## src/rtl/register_write_arbiter_if.sv

```systemverilog
// Writeback-side bundle for the register-file write arbiter: two requesters,
// the scrub trigger and the registered write port toward RegisterMemory.
interface register_write_arbiter_if #(
    parameter int ADDR_WIDTH = 5,
    parameter int DATA_WIDTH = 32
);
    logic                  reqA;
    logic [ADDR_WIDTH-1:0] addrA;
    logic [DATA_WIDTH-1:0] dataA;
    logic                  grantA;
    logic                  reqB;
    logic [ADDR_WIDTH-1:0] addrB;
    logic [DATA_WIDTH-1:0] dataB;
    logic                  grantB;
    logic                  clearReq;
    logic                  busy;
    logic [ADDR_WIDTH-1:0] rsWrite;
    logic [DATA_WIDTH-1:0] dataWrite;
    logic                  rWrite;

    modport master (
        output reqA, addrA, dataA, reqB, addrB, dataB, clearReq,
        input  grantA, grantB, busy, rsWrite, dataWrite, rWrite
    );

    modport slave (
        input  reqA, addrA, dataA, reqB, addrB, dataB, clearReq,
        output grantA, grantB, busy, rsWrite, dataWrite, rWrite
    );
endinterface

```

## src/rtl/register_write_arbiter.sv

```systemverilog
// Round-robin arbiter for the single register-file write port, with a
// one-register-per-cycle scrub of registers 1..NUM_REGS-1.
module register_write_arbiter #(
    parameter int                    ADDR_WIDTH  = 5,
    parameter int                    DATA_WIDTH  = 32,
    parameter int                    NUM_REGS    = 32,
    parameter logic [DATA_WIDTH-1:0] CLEAR_VALUE = '0
) (
    input  logic                    clk,
    input  logic                    reset,
    register_write_arbiter_if.slave bus
);
    typedef enum logic {IDLE, CLEAR} state_t;

    localparam logic [ADDR_WIDTH-1:0] FIRST_REG = ADDR_WIDTH'(1);
    localparam logic [ADDR_WIDTH-1:0] LAST_REG  = ADDR_WIDTH'(NUM_REGS - 1);

    state_t                state, state_nx;
    logic [ADDR_WIDTH-1:0] cnt, cnt_nx;
    logic                  last_b, last_b_nx;
    logic [ADDR_WIDTH-1:0] rs_q, rs_nx;
    logic [DATA_WIDTH-1:0] data_q, data_nx;
    logic                  wen_q, wen_nx;
    logic                  grant_a, grant_b;

    always_ff @(posedge clk or posedge reset) begin
        if (reset) begin
            state  <= IDLE;
            cnt    <= '0;
            last_b <= 1'b1;
            rs_q   <= '0;
            data_q <= '0;
            wen_q  <= 1'b0;
        end else begin
            state  <= state_nx;
            cnt    <= cnt_nx;
            last_b <= last_b_nx;
            rs_q   <= rs_nx;
            data_q <= data_nx;
            wen_q  <= wen_nx;
        end
    end

    always_comb begin
        state_nx  = state;
        cnt_nx    = cnt;
        last_b_nx = last_b;
        rs_nx     = rs_q;
        data_nx   = data_q;
        wen_nx    = 1'b0;
        grant_a   = 1'b0;
        grant_b   = 1'b0;
        unique case (state)
            IDLE: begin
                if (bus.clearReq) begin
                    state_nx = CLEAR;
                    cnt_nx   = FIRST_REG;
                end else begin
                    // Under contention the side that did not win last time goes first.
                    grant_a = !reset && bus.reqA && (!bus.reqB || last_b);
                    grant_b = !reset && bus.reqB && (!bus.reqA || !last_b);
                    if (grant_a) begin
                        rs_nx     = bus.addrA;
                        data_nx   = bus.dataA;
                        wen_nx    = (bus.addrA != '0);
                        last_b_nx = 1'b0;
                    end else if (grant_b) begin
                        rs_nx     = bus.addrB;
                        data_nx   = bus.dataB;
                        wen_nx    = (bus.addrB != '0);
                        last_b_nx = 1'b1;
                    end
                end
            end
            CLEAR: begin
                rs_nx   = cnt;
                data_nx = CLEAR_VALUE;
                wen_nx  = 1'b1;
                if (cnt == LAST_REG) begin
                    state_nx = IDLE;
                    cnt_nx   = '0;
                end else begin
                    cnt_nx = cnt + FIRST_REG;
                end
            end
        endcase
    end

    assign bus.grantA    = grant_a;
    assign bus.grantB    = grant_b;
    assign bus.busy      = (state == CLEAR);
    assign bus.rsWrite   = rs_q;
    assign bus.dataWrite = data_q;
    assign bus.rWrite    = wen_q;
endmodule

```

## src/flat_wrapper.sv

```systemverilog
// flat-port wrapper written by rule: the top's interface ports become plain ports
module register_write_arbiter_flat 
#(
    parameter int                    ADDR_WIDTH  = 5,
    parameter int                    DATA_WIDTH  = 32,
    parameter int                    NUM_REGS    = 32,
    parameter logic [DATA_WIDTH-1:0] CLEAR_VALUE = '0
)
  (clk, reset, bus_reqA, bus_addrA, bus_dataA, bus_reqB, bus_addrB, bus_dataB, bus_clearReq, bus_grantA, bus_grantB, bus_busy, bus_rsWrite, bus_dataWrite, bus_rWrite);
  register_write_arbiter_if #(.ADDR_WIDTH(ADDR_WIDTH), .DATA_WIDTH(DATA_WIDTH)) bus_i ();
  input  logic clk;
  input  logic reset;
  input wire logic [$bits(bus_i.reqA)-1:0] bus_reqA;
  input wire logic [$bits(bus_i.addrA)-1:0] bus_addrA;
  input wire logic [$bits(bus_i.dataA)-1:0] bus_dataA;
  input wire logic [$bits(bus_i.reqB)-1:0] bus_reqB;
  input wire logic [$bits(bus_i.addrB)-1:0] bus_addrB;
  input wire logic [$bits(bus_i.dataB)-1:0] bus_dataB;
  input wire logic [$bits(bus_i.clearReq)-1:0] bus_clearReq;
  output wire logic [$bits(bus_i.grantA)-1:0] bus_grantA;
  output wire logic [$bits(bus_i.grantB)-1:0] bus_grantB;
  output wire logic [$bits(bus_i.busy)-1:0] bus_busy;
  output wire logic [$bits(bus_i.rsWrite)-1:0] bus_rsWrite;
  output wire logic [$bits(bus_i.dataWrite)-1:0] bus_dataWrite;
  output wire logic [$bits(bus_i.rWrite)-1:0] bus_rWrite;
  assign bus_i.reqA = bus_reqA;
  assign bus_i.addrA = bus_addrA;
  assign bus_i.dataA = bus_dataA;
  assign bus_i.reqB = bus_reqB;
  assign bus_i.addrB = bus_addrB;
  assign bus_i.dataB = bus_dataB;
  assign bus_i.clearReq = bus_clearReq;
  assign bus_grantA = bus_i.grantA;
  assign bus_grantB = bus_i.grantB;
  assign bus_busy = bus_i.busy;
  assign bus_rsWrite = bus_i.rsWrite;
  assign bus_dataWrite = bus_i.dataWrite;
  assign bus_rWrite = bus_i.rWrite;
  register_write_arbiter #(.ADDR_WIDTH(ADDR_WIDTH), .DATA_WIDTH(DATA_WIDTH), .NUM_REGS(NUM_REGS), .CLEAR_VALUE(CLEAR_VALUE)) u_core (.clk(clk), .reset(reset), .bus(bus_i));
endmodule
```

## config.mk

```make
export PLATFORM = sky130hd
export DESIGN_NAME = register_write_arbiter_flat
export DESIGN_NICKNAME = d
export VERILOG_FILES = /design/src/rtl/register_write_arbiter_if.sv /design/src/rtl/register_write_arbiter.sv /design/src/flat_wrapper.sv
export SDC_FILE = /design/constraint.sdc
export NUM_CORES = 1
export LEC_CHECK = 0
export ABC_AREA = 0
export CORE_ASPECT_RATIO = 0.5
export CORE_MARGIN = 2
export CORE_UTILIZATION = 35
export CTS_CLUSTER_DIAMETER = 200
export DETAILED_ROUTE_END_ITERATION = 6
export GPL_ROUTABILITY_DRIVEN = 0
export GPL_TIMING_DRIVEN = 1
export PLACE_DENSITY = 0.86
export RECOVER_POWER = 25
export SLEW_MARGIN = 20
export SYNTH_ARGS = -nofsm -noshare
export SYNTH_HDL_FRONTEND = slang
export SYNTH_SLANG_ARGS = --single-unit
```

## constraint.sdc

```tcl
create_clock -name clk -period 1.6 [get_ports clk]
set_input_delay 0.16 -clock clk [delete_from_list [all_inputs] [get_ports clk]]
set_output_delay 0.16 -clock clk [all_outputs]
set_load 0.05 [all_outputs]
```

==> impl_metrics.env <==
export IMPL_grt_first_pass_wirelength_mm=13.2
export IMPL_synthesis_instances=222
export IMPL_setup_total_negative_slack_ps=-5490
export IMPL_peakVddDrop_mv=0.508
export IMPL_cts_htree_levels=2
export IMPL_post_synthesis_mux_area_share=0.0404
export IMPL_clk_transition_reported_paths_ps=70
export IMPL_synth_cell_area_um2=2230
export IMPL_report_final_setup_viol=40
export IMPL_antenna_cells_inserted=0
export IMPL_worst_slew_pin_transition_ps=490
export IMPL_rsz_0062_raised_after_global_routing="true"
export IMPL_leading_cell_type_in_the_layout_fill_and_taps_excluded="sky130_fd_sc_hd__clkdlybuf4s50_1"
export IMPL_buffer_ports_inserted=119
export IMPL_synth_seq_area_share=0.505
export IMPL_worst_setup_path_type="reg -> reg"
export IMPL_fp_row_count=20
export IMPL_gr_total_overflow=0
export IMPL_mostFrequentLayoutCells="sky130_fd_sc_hd__clkdlybuf4s50_1, sky130_fd_sc_hd__buf_4, sky130_fd_sc_hd__nand2_1"
export IMPL_cts_buffer_depth=2
export IMPL_die_area_um2=7070
export IMPL_failed_checks="negative setup slack"
export IMPL_synth_ff_latch_count=45
export IMPL_timing_critical_path_required_ps=1750
export IMPL_initial_core_utilization=0.365
export IMPL_cp_end_kind="flip-flop"
export IMPL_power_density_nw_per_um2=1000
export IMPL_fin_ws_ps=-246
export IMPL_p_leak_nw=1.97
export IMPL_ff2ff_path_depth=5
export IMPL_cp_start_kind="flip-flop"
export IMPL_post_synth_xor_area_fraction=0.00785
export IMPL_worst_endpoint_arrival_ps=2000
export IMPL_drv_cap=0
export IMPL_initialDrtViolationCount=317
export IMPL_cts_tree="yes"
export IMPL_ant_nets=0
export IMPL_regToRegEndpoint="u_core.bus.rsWrite[2]"
export IMPL_drv_slew=0
export IMPL_dp_cells=432
export IMPL_ctsRootBufferMaster="sky130_fd_sc_hd__clkbuf_16"
export IMPL_routedWlPerCell_um=23.4
export IMPL_synthToLayoutAreaGrowth_pct=91.8
export IMPL_rrSetupSlack_ps=-250
export IMPL_grt_pass1_vias=2521
export IMPL_finalNonFillerCells=460
export IMPL_basic_gate_share_of_the_synthesized_area_counting_and_or_nand_and_nor_cells=0.165
export IMPL_post_route_period_util=1.15
export IMPL_timing_fmax_mhz=542
export IMPL_min_path_type="in -> async"
export IMPL_share_of_the_synthesized_area_in_compound_gates_ao_oa_aoi_oai=0.208
export IMPL_worst_skew_pair_late_latency_ps=290
export IMPL_drt_total_wl_mm=10.8
export IMPL_synth_distinct_cells=34
export IMPL_die_w_um=117
export IMPL_grt_max_degree=36
export IMPL_synth_adder_area_share=0.0168
export IMPL_top_level_ports=120
export IMPL_dominant_combinational_cell_family_by_area_after_synthesis="compound AO/OA/AOI/OAI gates"
export IMPL_number_of_hold_slack_violations_in_the_final_timing_report=0
export IMPL_synthesis_nets=304
export IMPL_coreArea_um2=6110
export IMPL_critical_path_peak_fanout=5
export IMPL_hold_slack_ps=335
export IMPL_groute_usage_overall=0.247
export IMPL_vias=2677
export IMPL_syn_avg_cell_area_um2=10.0
export IMPL_dp_hpwl_mm=5.39
export IMPL_chipHeight_um=60.5
export IMPL_design_final_nets=453
export IMPL_vias_per_cell=5.82
export IMPL_slew_headroom=0.670
export IMPL_crit_reg2reg_launch="u_core.last_b"
export IMPL_dr_pass1_iters=5
export IMPL_clock_sinks=45
export IMPL_clock_skew_ps=4.99
export IMPL_worst_setup_sp="u_core.last_b"
export IMPL_antenna_violations_before_repair=0
export IMPL_layout_drive_gt1_share=0.363
export IMPL_cts_inserted_buffers=5
export IMPL_synth_warnings=0
export IMPL_remaining_drc_errors=0
export IMPL_n_fill_cell=373
export IMPL_post_route_min_period_ps=1850
export IMPL_status="complete, but fails checks"
## where the power goes
part	internal (mW)	total [mW]	switching, mW
registers	1.32	1.48	0.162
clock network	0.624	1.07	0.446
logic	0.768	1.74	0.968
## through the flow
stage	setup WS, ps	area (um2)	total power, mW	utilization
CTS	-202	3950	3.98	0.648
detailed placement	-344	3610	2.90	0.591
global route	-341	4280	4.43	0.701
floorplan	-97.3	2270	2.29	-
global placement	-253	3610	2.84	0.591
finish	-246	4280	4.29	0.701
## registers in the layout, summed over array words and instances (netlist names)
signal,cells
u_core.bus.dataWrite,32
u_core.cnt,5
u_core.bus.busy,1
u_core.last_b,1
u_core.bus.rWrite,1
u_core.bus.rsWrite,5
## area by class of cell
class                   instances  area, um2  area share
flip-flops and latches         45       1130       0.264
multi-input cells             151       1200       0.280
inverters                       9       33.8     0.00789
well taps                      88        110      0.0257
repair buffers                159       1660       0.388
clock buffers                   8        146      0.0342
## worst max-delay path by stage
stage	end	cells past startpoint
floorplan	u_core.bus.dataWrite[19]	6
global placement	u_core.bus.rsWrite[2]	6
detailed placement	u_core.bus.rsWrite[0]	6
CTS	bus_grantA	4
global route	u_core.bus.rsWrite[2]	5
finish	u_core.bus.rsWrite[2]	5
## kinds of logic (layout without fill, tap and decap cells)
| family | count (synthesis) | in the layout |
|---|---|---|
| xor gates and xnor gates | 2 | 2 |
| adders and majority gates | 3 | 3 |
| and+or+nand+nor | 81 | 81 |
| muxes | 9 | 9 |
| DFF | 45 | 45 |
| buffers and inverters | 26 | 176 |
| AOI/OAI and AO/OA | 56 | 56 |
## metal layers
layer / GRT usage / up-vias / wire (um)
li1: - / 1093 / -
met1: 0.295 / 1326 / 3890
met2: 0.448 / 199 / 5380
met3: 0.0420 / 59 / 957
met4: 0.119 / 0 / 534
met5: 0 / - / 0
## cell usage after synthesis
cell	number	area, um2
sky130_fd_sc_hd__nand2_1	57	214
sky130_fd_sc_hd__dfrtp_1	44	1100
sky130_fd_sc_hd__o21ai_0	16	80.1
sky130_fd_sc_hd__nor2_1	11	41.3
sky130_fd_sc_hd__o221ai_1	11	96.3
sky130_fd_sc_hd__o221ai_2	10	150
sky130_fd_sc_hd__inv_1	9	33.8
sky130_fd_sc_hd__mux2i_1	9	90.1
sky130_fd_sc_hd__clkbuf_1	8	30.0
sky130_fd_sc_hd__a21oi_1	7	35.0
sky130_fd_sc_hd__buf_2	5	25.0
sky130_fd_sc_hd__a222oi_1	3	30.0
sky130_fd_sc_hd__ha_1	3	37.5
sky130_fd_sc_hd__a22oi_1	2	15.0
sky130_fd_sc_hd__and3_1	2	12.5
sky130_fd_sc_hd__buf_4	2	15.0
sky130_fd_sc_hd__buf_6	2	22.5
sky130_fd_sc_hd__nor4_1	2	12.5
sky130_fd_sc_hd__o31a_1	2	17.5
sky130_fd_sc_hd__o32ai_1	2	17.5
sky130_fd_sc_hd__xnor2_1	2	17.5
sky130_fd_sc_hd__a21boi_0	1	7.51
sky130_fd_sc_hd__a311oi_1	1	8.76
sky130_fd_sc_hd__dfstp_2	1	26.3
sky130_fd_sc_hd__nand2b_1	1	6.26
sky130_fd_sc_hd__nand3_1	1	5.00
sky130_fd_sc_hd__nor2b_4	1	13.8
sky130_fd_sc_hd__nor3_1	1	5.00
sky130_fd_sc_hd__nor3_2	1	10.0
sky130_fd_sc_hd__nor4b_4	1	23.8
sky130_fd_sc_hd__o21ai_1	1	5.00
sky130_fd_sc_hd__or2_4	1	8.76
sky130_fd_sc_hd__or3b_1	1	8.76
sky130_fd_sc_hd__or4_1	1	7.51
## worst max-delay path, stage by stage, from the launching register on
cell and delay [ps]:
sky130_fd_sc_hd__dfstp_2 550, sky130_fd_sc_hd__nor2b_4 40, sky130_fd_sc_hd__or3b_4 470, sky130_fd_sc_hd__buf_12 180
sky130_fd_sc_hd__mux2i_1 130, sky130_fd_sc_hd__a222oi_1 320
## what timing repair did
action,4_1_cts,5_1_grt
endpoints found under the setup margin,37,41
hold buffers,0,0
pin swaps,7,31
buffers inserted,6,11
gates cloned,3,4
resized for setup,16,46
Power figures use the tool's default switching activity.
